<file path="src/rtl/umi_adder_ctrl.sv">
// umi_adder_ctrl: host-side sequencer for a UMI adder device.
// Takes one operand pair and writes A, then writes B. It then reads C and
// returns the sum, or an error, on a valid/ready result port.
module umi_adder_ctrl #(
    parameter int              CW      = 32,
    parameter int              AW      = 64,
    parameter int              DW      = 32,
    parameter logic [AW-1:0]   BASE    = '0,
    parameter logic [AW-1:0]   SRCADDR = '0,
    parameter int              TIMEOUT = 255
) (
    input  logic          clk,
    input  logic          reset,
    // operand port
    input  logic          op_valid,
    input  logic [DW-1:0] op_a,
    input  logic [DW-1:0] op_b,
    output logic          op_ready,
    // result port
    output logic          res_valid,
    output logic [DW-1:0] res_data,
    output logic          res_err,
    input  logic          res_ready,
    output logic          busy,
    // UMI request
    output logic          uhost_req_valid,
    output logic [CW-1:0] uhost_req_cmd,
    output logic [AW-1:0] uhost_req_dstaddr,
    output logic [AW-1:0] uhost_req_srcaddr,
    output logic [DW-1:0] uhost_req_data,
    input  logic          uhost_req_ready,
    // UMI response
    input  logic          uhost_resp_valid,
    input  logic [CW-1:0] uhost_resp_cmd,
    input  logic [AW-1:0] uhost_resp_dstaddr,
    input  logic [AW-1:0] uhost_resp_srcaddr,
    input  logic [DW-1:0] uhost_resp_data,
    output logic          uhost_resp_ready
);

    localparam logic [4:0] OP_REQ_RD  = 5'h01;
    localparam logic [4:0] OP_REQ_WR  = 5'h03;
    localparam logic [4:0] OP_RESP_RD = 5'h02;
    localparam logic [4:0] OP_RESP_WR = 5'h04;
    localparam logic [2:0] SIZE       = 3'($clog2(DW / 8));
    localparam int         TW         = (TIMEOUT < 2) ? 1 : $clog2(TIMEOUT + 1);

    typedef enum logic [2:0] {
        S_IDLE, S_WR_A, S_WAIT_A, S_WR_B, S_WAIT_B, S_RD_C, S_WAIT_C, S_DONE
    } state_t;

    state_t        state_q, state_d;
    logic [DW-1:0] op_a_q, op_a_d;
    logic [DW-1:0] op_b_q, op_b_d;
    logic [DW-1:0] res_data_q, res_data_d;
    logic          err_q, err_d;
    logic [TW-1:0] wait_cnt_q, wait_cnt_d;

    logic          req_hs;
    logic          resp_hs;
    logic [31:0]   wait_cnt_nxt;
    logic          timeout_hit;
    logic          unused_resp;

    // Only the opcode of a response matters; routing fields are ignored.
    assign unused_resp = ^{uhost_resp_cmd[CW-1:5], uhost_resp_dstaddr, uhost_resp_srcaddr};

    assign req_hs       = uhost_req_valid && uhost_req_ready;
    assign resp_hs      = uhost_resp_valid && uhost_resp_ready;
    assign wait_cnt_nxt = 32'(wait_cnt_q) + 32'd1;
    assign timeout_hit  = (TIMEOUT != 0) && (wait_cnt_nxt == 32'(TIMEOUT));

    function automatic logic [CW-1:0] mk_cmd(input logic [4:0] opcode);
        logic [CW-1:0] c;
        c      = '0;
        c[4:0] = opcode;
        c[7:5] = SIZE;
        return c;
    endfunction

    // State and datapath registers; reset aborts any operation in flight.
    always_ff @(posedge clk) begin
        if (reset) begin
            state_q    <= S_IDLE;
            op_a_q     <= '0;
            op_b_q     <= '0;
            res_data_q <= '0;
            err_q      <= 1'b0;
            wait_cnt_q <= '0;
        end else begin
            state_q    <= state_d;
            op_a_q     <= op_a_d;
            op_b_q     <= op_b_d;
            res_data_q <= res_data_d;
            err_q      <= err_d;
            wait_cnt_q <= wait_cnt_d;
        end
    end

    // Next-state logic: write A, write B, read C, with per-wait timeout.
    always_comb begin
        logic [4:0] exp_op;
        state_t     ok_next;
        state_d    = state_q;
        op_a_d     = op_a_q;
        op_b_d     = op_b_q;
        res_data_d = res_data_q;
        err_d      = err_q;
        wait_cnt_d = wait_cnt_q;
        exp_op     = OP_RESP_WR;
        ok_next    = S_DONE;
        case (state_q)
            S_WAIT_A: ok_next = S_WR_B;
            S_WAIT_B: ok_next = S_RD_C;
            S_WAIT_C: begin
                exp_op  = OP_RESP_RD;
                ok_next = S_DONE;
            end
            default: ;
        endcase
        case (state_q)
            S_IDLE: begin
                if (op_valid && op_ready) begin
                    op_a_d     = op_a;
                    op_b_d     = op_b;
                    err_d      = 1'b0;
                    res_data_d = '0;
                    state_d    = S_WR_A;
                end
            end
            S_WR_A, S_WR_B, S_RD_C: begin
                if (req_hs) begin
                    wait_cnt_d = '0;
                    state_d    = (state_q == S_WR_A) ? S_WAIT_A :
                                 (state_q == S_WR_B) ? S_WAIT_B : S_WAIT_C;
                end
            end
            S_WAIT_A, S_WAIT_B, S_WAIT_C: begin
                if (resp_hs) begin
                    if (uhost_resp_cmd[4:0] == exp_op) begin
                        state_d = ok_next;
                        if (state_q == S_WAIT_C) begin
                            res_data_d = uhost_resp_data;
                        end
                    end else begin
                        err_d      = 1'b1;
                        res_data_d = '0;
                        state_d    = S_DONE;
                    end
                end else if (timeout_hit) begin
                    err_d      = 1'b1;
                    res_data_d = '0;
                    state_d    = S_DONE;
                end else begin
                    wait_cnt_d = wait_cnt_q + TW'(1);
                end
            end
            S_DONE: begin
                if (res_ready) begin
                    state_d = S_IDLE;
                end
            end
            default: state_d = S_IDLE;
        endcase
    end

    // Output decode; request fields are zero whenever no request is offered.
    always_comb begin
        op_ready          = (state_q == S_IDLE) && !reset;
        busy              = (state_q != S_IDLE);
        res_valid         = (state_q == S_DONE);
        res_data          = res_data_q;
        res_err           = err_q;
        uhost_req_valid   = 1'b0;
        uhost_req_cmd     = '0;
        uhost_req_dstaddr = '0;
        uhost_req_srcaddr = '0;
        uhost_req_data    = '0;
        uhost_resp_ready  = !reset && (state_q == S_IDLE   || state_q == S_DONE   ||
                                       state_q == S_WAIT_A || state_q == S_WAIT_B ||
                                       state_q == S_WAIT_C);
        case (state_q)
            S_WR_A: begin
                uhost_req_valid   = 1'b1;
                uhost_req_cmd     = mk_cmd(OP_REQ_WR);
                uhost_req_dstaddr = BASE;
                uhost_req_srcaddr = SRCADDR;
                uhost_req_data    = op_a_q;
            end
            S_WR_B: begin
                uhost_req_valid   = 1'b1;
                uhost_req_cmd     = mk_cmd(OP_REQ_WR);
                uhost_req_dstaddr = BASE + AW'('h08);
                uhost_req_srcaddr = SRCADDR;
                uhost_req_data    = op_b_q;
            end
            S_RD_C: begin
                uhost_req_valid   = 1'b1;
                uhost_req_cmd     = mk_cmd(OP_REQ_RD);
                uhost_req_dstaddr = BASE + AW'('h10);
                uhost_req_srcaddr = SRCADDR;
            end
            default: ;
        endcase
    end

endmodule

</file>
<file path="config.mk">
export PLATFORM = sky130hd
export DESIGN_NAME = umi_adder_ctrl
export DESIGN_NICKNAME = d
export VERILOG_FILES = /design/src/rtl/umi_adder_ctrl.sv
export SDC_FILE = /design/constraint.sdc
export NUM_CORES = 1
export LEC_CHECK = 0
export CAP_MARGIN = 20
export CORE_AREA = 2 2 193 195
export CTS_CLUSTER_DIAMETER = 150
export DETAILED_ROUTE_END_ITERATION = 12
export DIE_AREA = 0 0 195 197
export PLACE_DENSITY_LB_ADDON = 0.25
export SYNTH_ARGS = -nofsm -noshare
export SYNTH_HDL_FRONTEND = slang
export SYNTH_SLANG_ARGS = --single-unit
</file>
<file path="constraint.sdc">
create_clock -name clk -period 2 [get_ports clk]
set_input_delay 0.4 -clock clk [delete_from_list [all_inputs] [get_ports clk]]
set_output_delay 0.4 -clock clk [all_outputs]
set_load 0.005 [all_outputs]
</file>
# Word-level counts from Yosys, hierarchy flattened
# Index checks and enable logic that the tools add are counted.
[word_totals]
regBits = 108
input_bits = 262
output_inout_bits = 230
elab_cells = 77
[op_classes]
reduce_logical = 22
n_eq_ne = 17
mux = 30
add_sub_neg = 2
[ops]
columns = ["operator", "count"]
rows = [
  ["$mux 32", 5],
  ["$pmux 32 s2", 2],
  ["$mux 3", 8],
  ["$mux 8", 3],
  ["$pmux 8 s2", 1],
  ["$reduce_and 4->1", 4],
  ["$pmux 7 s2", 1],
  ["$eq 3x3->1 const B", 4],
  ["$pmux 3 s4", 1],
  ["$pmux 5 s2", 1],
  ["$add 8x1->9 const B", 1],
  ["$eq 9x8->1 const B", 1],
  ["$add 8x1->8 const B", 1],
  ["$eq 3x2->1 const B", 2],
  ["$ne 2x2->1 const B", 3],
  ["$ne 3x3->1 const B", 2],
  ["$pmux 3 s2", 1],
  ["$reduce_or 3->1", 2],
  ["$eq 5x5->1", 1],
  ["$logic_and 1x1->1", 5],
  ["$mux 1", 5],
  ["$logic_or 1x1->1", 4],
  ["$ne 2x1->1 const B", 2],
  ["$ne 4x4->1 const B", 1],
  ["other kinds (9)", 10],
]

# Logic depth before layout (Yosys ltp)
[logic_depth]
word_depth = 9
depth_mapped = 8

# Least setup slack after synthesis
# Ideal clock, no wire load.
[synth_timing]
path_kind = "input port to flip-flop"
start = "input reset"
end = "register res_data_q[0] (netlist: res_data[0])"
slack_ns = -0.117
path_buffers = 2
path_stages = 7
required_time_ns = 1.940
setup_time_ns = 0.060
arrival_ns = 2.058
cell_sequence = "buf_2 nor2b_1 or3_1 a311o_1 a31oi_1 clkbuf_1 a22o_1"
[synth_between]
elab_chain_len = 5
elab_cells_between_ends = 11
[synth_lines]
columns = ["element", "line", "text"]
rows = [
  ["start, declared", "13", "input logic reset,"],
  ["$logic_not 1->1", "169, 179", ""],
  ["$logic_and 1x1->1 (on tied branches)", "179, 169", ""],
  ["$logic_and 1x1->1 (on tied branches)", "69, 123", ""],
  ["$ne 4x4->1 (no source line) (tied with other cells)", "n/a", ""],
  ["$reduce_and 4->1 (no source line) / $pmux 32 s2 (equally long branches)", "n/a", ""],
  ["end signal, assigned", "94", "res_data_q <= res_data_d;"],
  ["end, declared", "55", "logic [DW-1:0] res_data_q, res_data_d;"],
]
# Several ways; a longest one is shown, not always the timed one.
# A chain may end at the register's enable or synchronous reset.

# Worst setup path after layout
[layout_timing]
start = "input uhost_resp_cmd[2]"
end = "register res_data_q[8] (netlist: res_data[8])"
[layout_between]
elab_chain_len = 4
elab_cells_between_ends = 6
[layout_lines]
columns = ["element", "line", "text"]
rows = [
  ["start, declared", "34", "input logic [CW-1:0] uhost_resp_cmd,"],
  ["$eq 5x5->1 *", "140", "if (uhost_resp_cmd[4:0] == exp_op) begin"],
  ["$mux 32", "140", ""],
  ["$mux 32", "139", "if (resp_hs) begin"],
  ["$pmux 32 s2", "121", "case (state_q)"],
]
# Mark *: on every way between the ends. The rest lies on a longest branch, timed or not.

==> run summary <==
The most common cell after layout, fill and taps aside is sky130_fd_sc_hd__conb_1. Wires add up to 19.3 mm. sky130_fd_sc_hd__dfxtp_1 takes more of the synthesized area than any other cell.

The fraction of layout instances using a drive strength above 1 was 17.9%; the wire length of the first global-routing pass was 27.6 mm. After routing the design area is 0.00867 mm^2. For this design the top-level I/O count stands at 492. For the via count, the log shows 5,091.

The run finished, with violations left. Sequential cells were found to cover 37.6% of the synthesized design area. The initial antenna violation count was 4. In this run the power density over the cells is 935 mW/mm^2.

Fraction of registers with async set or reset after synthesis: 0%. Number of warnings printed during yosys synthesis: 0. In the layout the commonest cells are 155 x sky130_fd_sc_hd__conb_1, 139 x sky130_fd_sc_hd__nand2_1, 136 x sky130_fd_sc_hd__clkdlybuf4s50_1. In the routed design, unresolved DRC markers number 0. The count of placed standard cells including taps came out at 1,356. Relative to the synthesized area, the layout overhead comes to 50.5%. The tools report the startpoint type of the worst setup path as an input pin. The number of port buffers is 181. The most used flip-flop cell after synthesis is sky130_fd_sc_hd__dfxtp_1.

The worst-case clock buffer depth was 2. The run gives 1,204 as the net count reported at finish. Number of detailed-routing iterations run before antenna repair: 5. The area share of the largest cell type after synthesis came out at 37.6%. Across every metal layer, demand over resource in global routing totals 9.37%. The checks that failed: negative setup slack. For this design, the CTS-stage hold fixing added 0 buffers. Based on the critical path, the design can be clocked at up to 0.480 GHz. The number of nets with antenna violations after routing is 0, and the average size of a mapped cell is 8.11 um^2.

Count of fill cells added during filler insertion: 4,042. The path category of the worst min-delay check was reg -> reg. Ranked by total cell area, the synthesized netlist is headed by sky130_fd_sc_hd__dfxtp_1 38%, sky130_fd_sc_hd__buf_4 21%, sky130_fd_sc_hd__nand2_1 9.2%. For the number of CTS-inserted buffers, the log shows 9. The largest individual stage delay along the critical path comes from the cell sky130_fd_sc_hd__clkdlybuf4s50_1. The floorplan die width is 195 um. The worst path arrival time came out at 2390 ps. The class of the most critical setup path was in -> reg.

After detailed routing, the number of vias per cell comes to 3.60. The final setup violation count was 32. The maximum fanout encountered on the critical timing path works out to 8.

After layout, the worst path uses 104% of the clock period. In this run the static leakage power is 3.86 nW. The instance area after placement is 0.00781 mm^2. The H-tree depth was 3; the number of distinct library cell variants in the gate-level netlist after synthesis was 45.

Counting every sink on the clock net gives 108. The tools report the setup clock skew after layout as 5.10 ps. Setup repair after global routing could not meet its margin everywhere.

The largest single stage delay on the critical path is 450 ps. At the worst endpoint, the required time is 2300 ps. The area of the die is 0.0384 mm^2. The initial core utilization came out at 15.9%.

VDD sags by at most 0.000395 V. After technology mapping, the gate count stands at 710. Entering global routing, the biggest net connects 38 pins. In this run, synthesis produced a sequential element count of 108.

Via count of the first global-routing pass: 4,805. From bottom edge to top edge, the die measures 197 um. After floorplanning, the core was divided into 70 placement rows.

The signal on the critical path passes through clkdlybuf4s50_1 > nor2b_4 > or3b_1 > a211o_1 > a2111oi_4 > buf_6 > clkbuf_16 > a22o_1. The clock-pin slew of the registers on the worst-case setup and hold paths came out at 70 ps. The type of element capturing the critical path was a flop.

The final worst slack came out at -85.3 ps. For the final non-filler cell total, the log shows 1,414. Detailed placement ended at an HPWL of 12.8 mm. The total count of max-transition violations in the final report is 0, and the number of buffer and inverter instances along the worst setup path is 3. Clock root buffer: sky130_fd_sc_hd__clkbuf_16. The detailed router finished its first iteration with 205 violations.

TritonCTS built the clock tree. The gate family responsible for the most delay along the worst path is buffers and inverters. The count of flip-flops with a built-in enable after synthesis is 0.

After global routing the overflow that remains totals 0. The last weighted congestion value of the routability-driven placer is 0.737, and the post-layout minimum cycle time is 2090 ps. The core region is 0.0363 mm^2.

The cell area that synthesis handed to floorplanning was 0.00576 mm^2. The final-report hold violation count is 0, and the post-place setup slack is -626 ps. At the later pin of the worst-skew pair, clock insertion delay measures 360 ps. In the final routed layout, each cell accounts on average for 13.6 um. Across the run, the number of max-cap violations was 0.
==> worst reg2reg max path: stages, from the launching register on <==
cell	delay (ps)
sky130_fd_sc_hd__dfxtp_4	360
sky130_fd_sc_hd__buf_4	110
sky130_fd_sc_hd__buf_6	100
sky130_fd_sc_hd__nor2_2	50
sky130_fd_sc_hd__or3_4	330
sky130_fd_sc_hd__a211o_1	320
sky130_fd_sc_hd__a2111oi_4	210
sky130_fd_sc_hd__buf_6	210
sky130_fd_sc_hd__clkbuf_16	190
sky130_fd_sc_hd__a22o_1	140
==> per-layer routing <==
metal / track usage (%) / wire, um
met5: 0 / 37
met4: 2.43 / 224
met2: 16.3 / 9570
met3: 3.88 / 1620
met1: 10.5 / 7840
==> area by class of cell <==
type / instances / area [um^2] / share of cell area, %
multi-input cells: 547 / 2920 / 33.7
diodes: 1 / 2.50 / 0.0289
inverters: 10 / 37.5 / 0.433
repair buffers: 264 / 2660 / 30.7
clock buffers: 11 / 253 / 2.92
well taps: 468 / 586 / 6.76
clock inverters: 5 / 35.0 / 0.404
flip-flops and latches: 108 / 2170 / 25.1
==> cell families (layout without fill, tap and decap cells) <==
logic type,Yosys count,after routing,synth area share [%]
buffers and inverters,209,290,24.5
flip-flops,108,108,37.6
AND/OR/NAND/NOR,287,287,21.7
AO/OA/AOI/OAI,66,66,9.35
other,1,156,0.0651
XOR/XNOR,2,2,0.304
multiplexers,35,35,6.09
adder cells (fa/ha/maj),2,2,0.435
==> cells in the mapped netlist, drive strengths merged (3+ instances only) <==
library cell	instances
and3	4
nor3	4
nor4	3
nor2b	6
inv	10
a21oi	4
dfxtp	108
clkbuf	23
nand2b	3
nand3	75
mux2i	35
a31oi	4
nand2	141
a22o	32
buf	176
nor2	40
or3	5
o21ai	7
o211ai	5
==> final timing paths <==
kind / slack, ps / depth (start not counted) / end / start
hold / removal: 450 / 2 / op_b_q[21] / op_b_q[21]
hold reg to reg: 450 / 2 / op_b_q[21] / op_b_q[21]
setup / recovery: -90 / 8 / res_data[8] / uhost_resp_cmd[2]
setup reg to reg: -70 / 9 / res_data[8] / state_q[1]
==> sequential cells by signal, indices dropped and copies added (netlist names) <==
register and flops:
op_a_q 32, op_b_q 32, res_data 32, res_err 1, state_q 3, wait_cnt_q 8
==> report_power, final <==
part / switching, W / internal, W
Combinational: 0.00172 / 0.00187
Sequential: 0.000204 / 0.00251
Clock: 0.000875 / 0.000918
==> metrics by stage <==
step | utilization (%) | TNS [ps] | total power [W] | hold slack, ps
floorplan | - | 0 | 0.00431 | 433
global placement | 21.5 | -28340 | 0.00548 | 441
global route | 23.9 | -5560 | 0.00867 | 472
CTS | 23.5 | -6650 | 0.00806 | 457
finish | 23.9 | -2030 | 0.00811 | 454
detailed placement | 21.5 | -27680 | 0.00548 | 444
==> what timing repair did <==
item	in CTS	in global routing
resized for setup	138	62
gates cloned	5	5
setup endpoints to repair	77	131
buffers inserted	27	9
pin swaps	6	17
(Power assumes the default switching activity.)
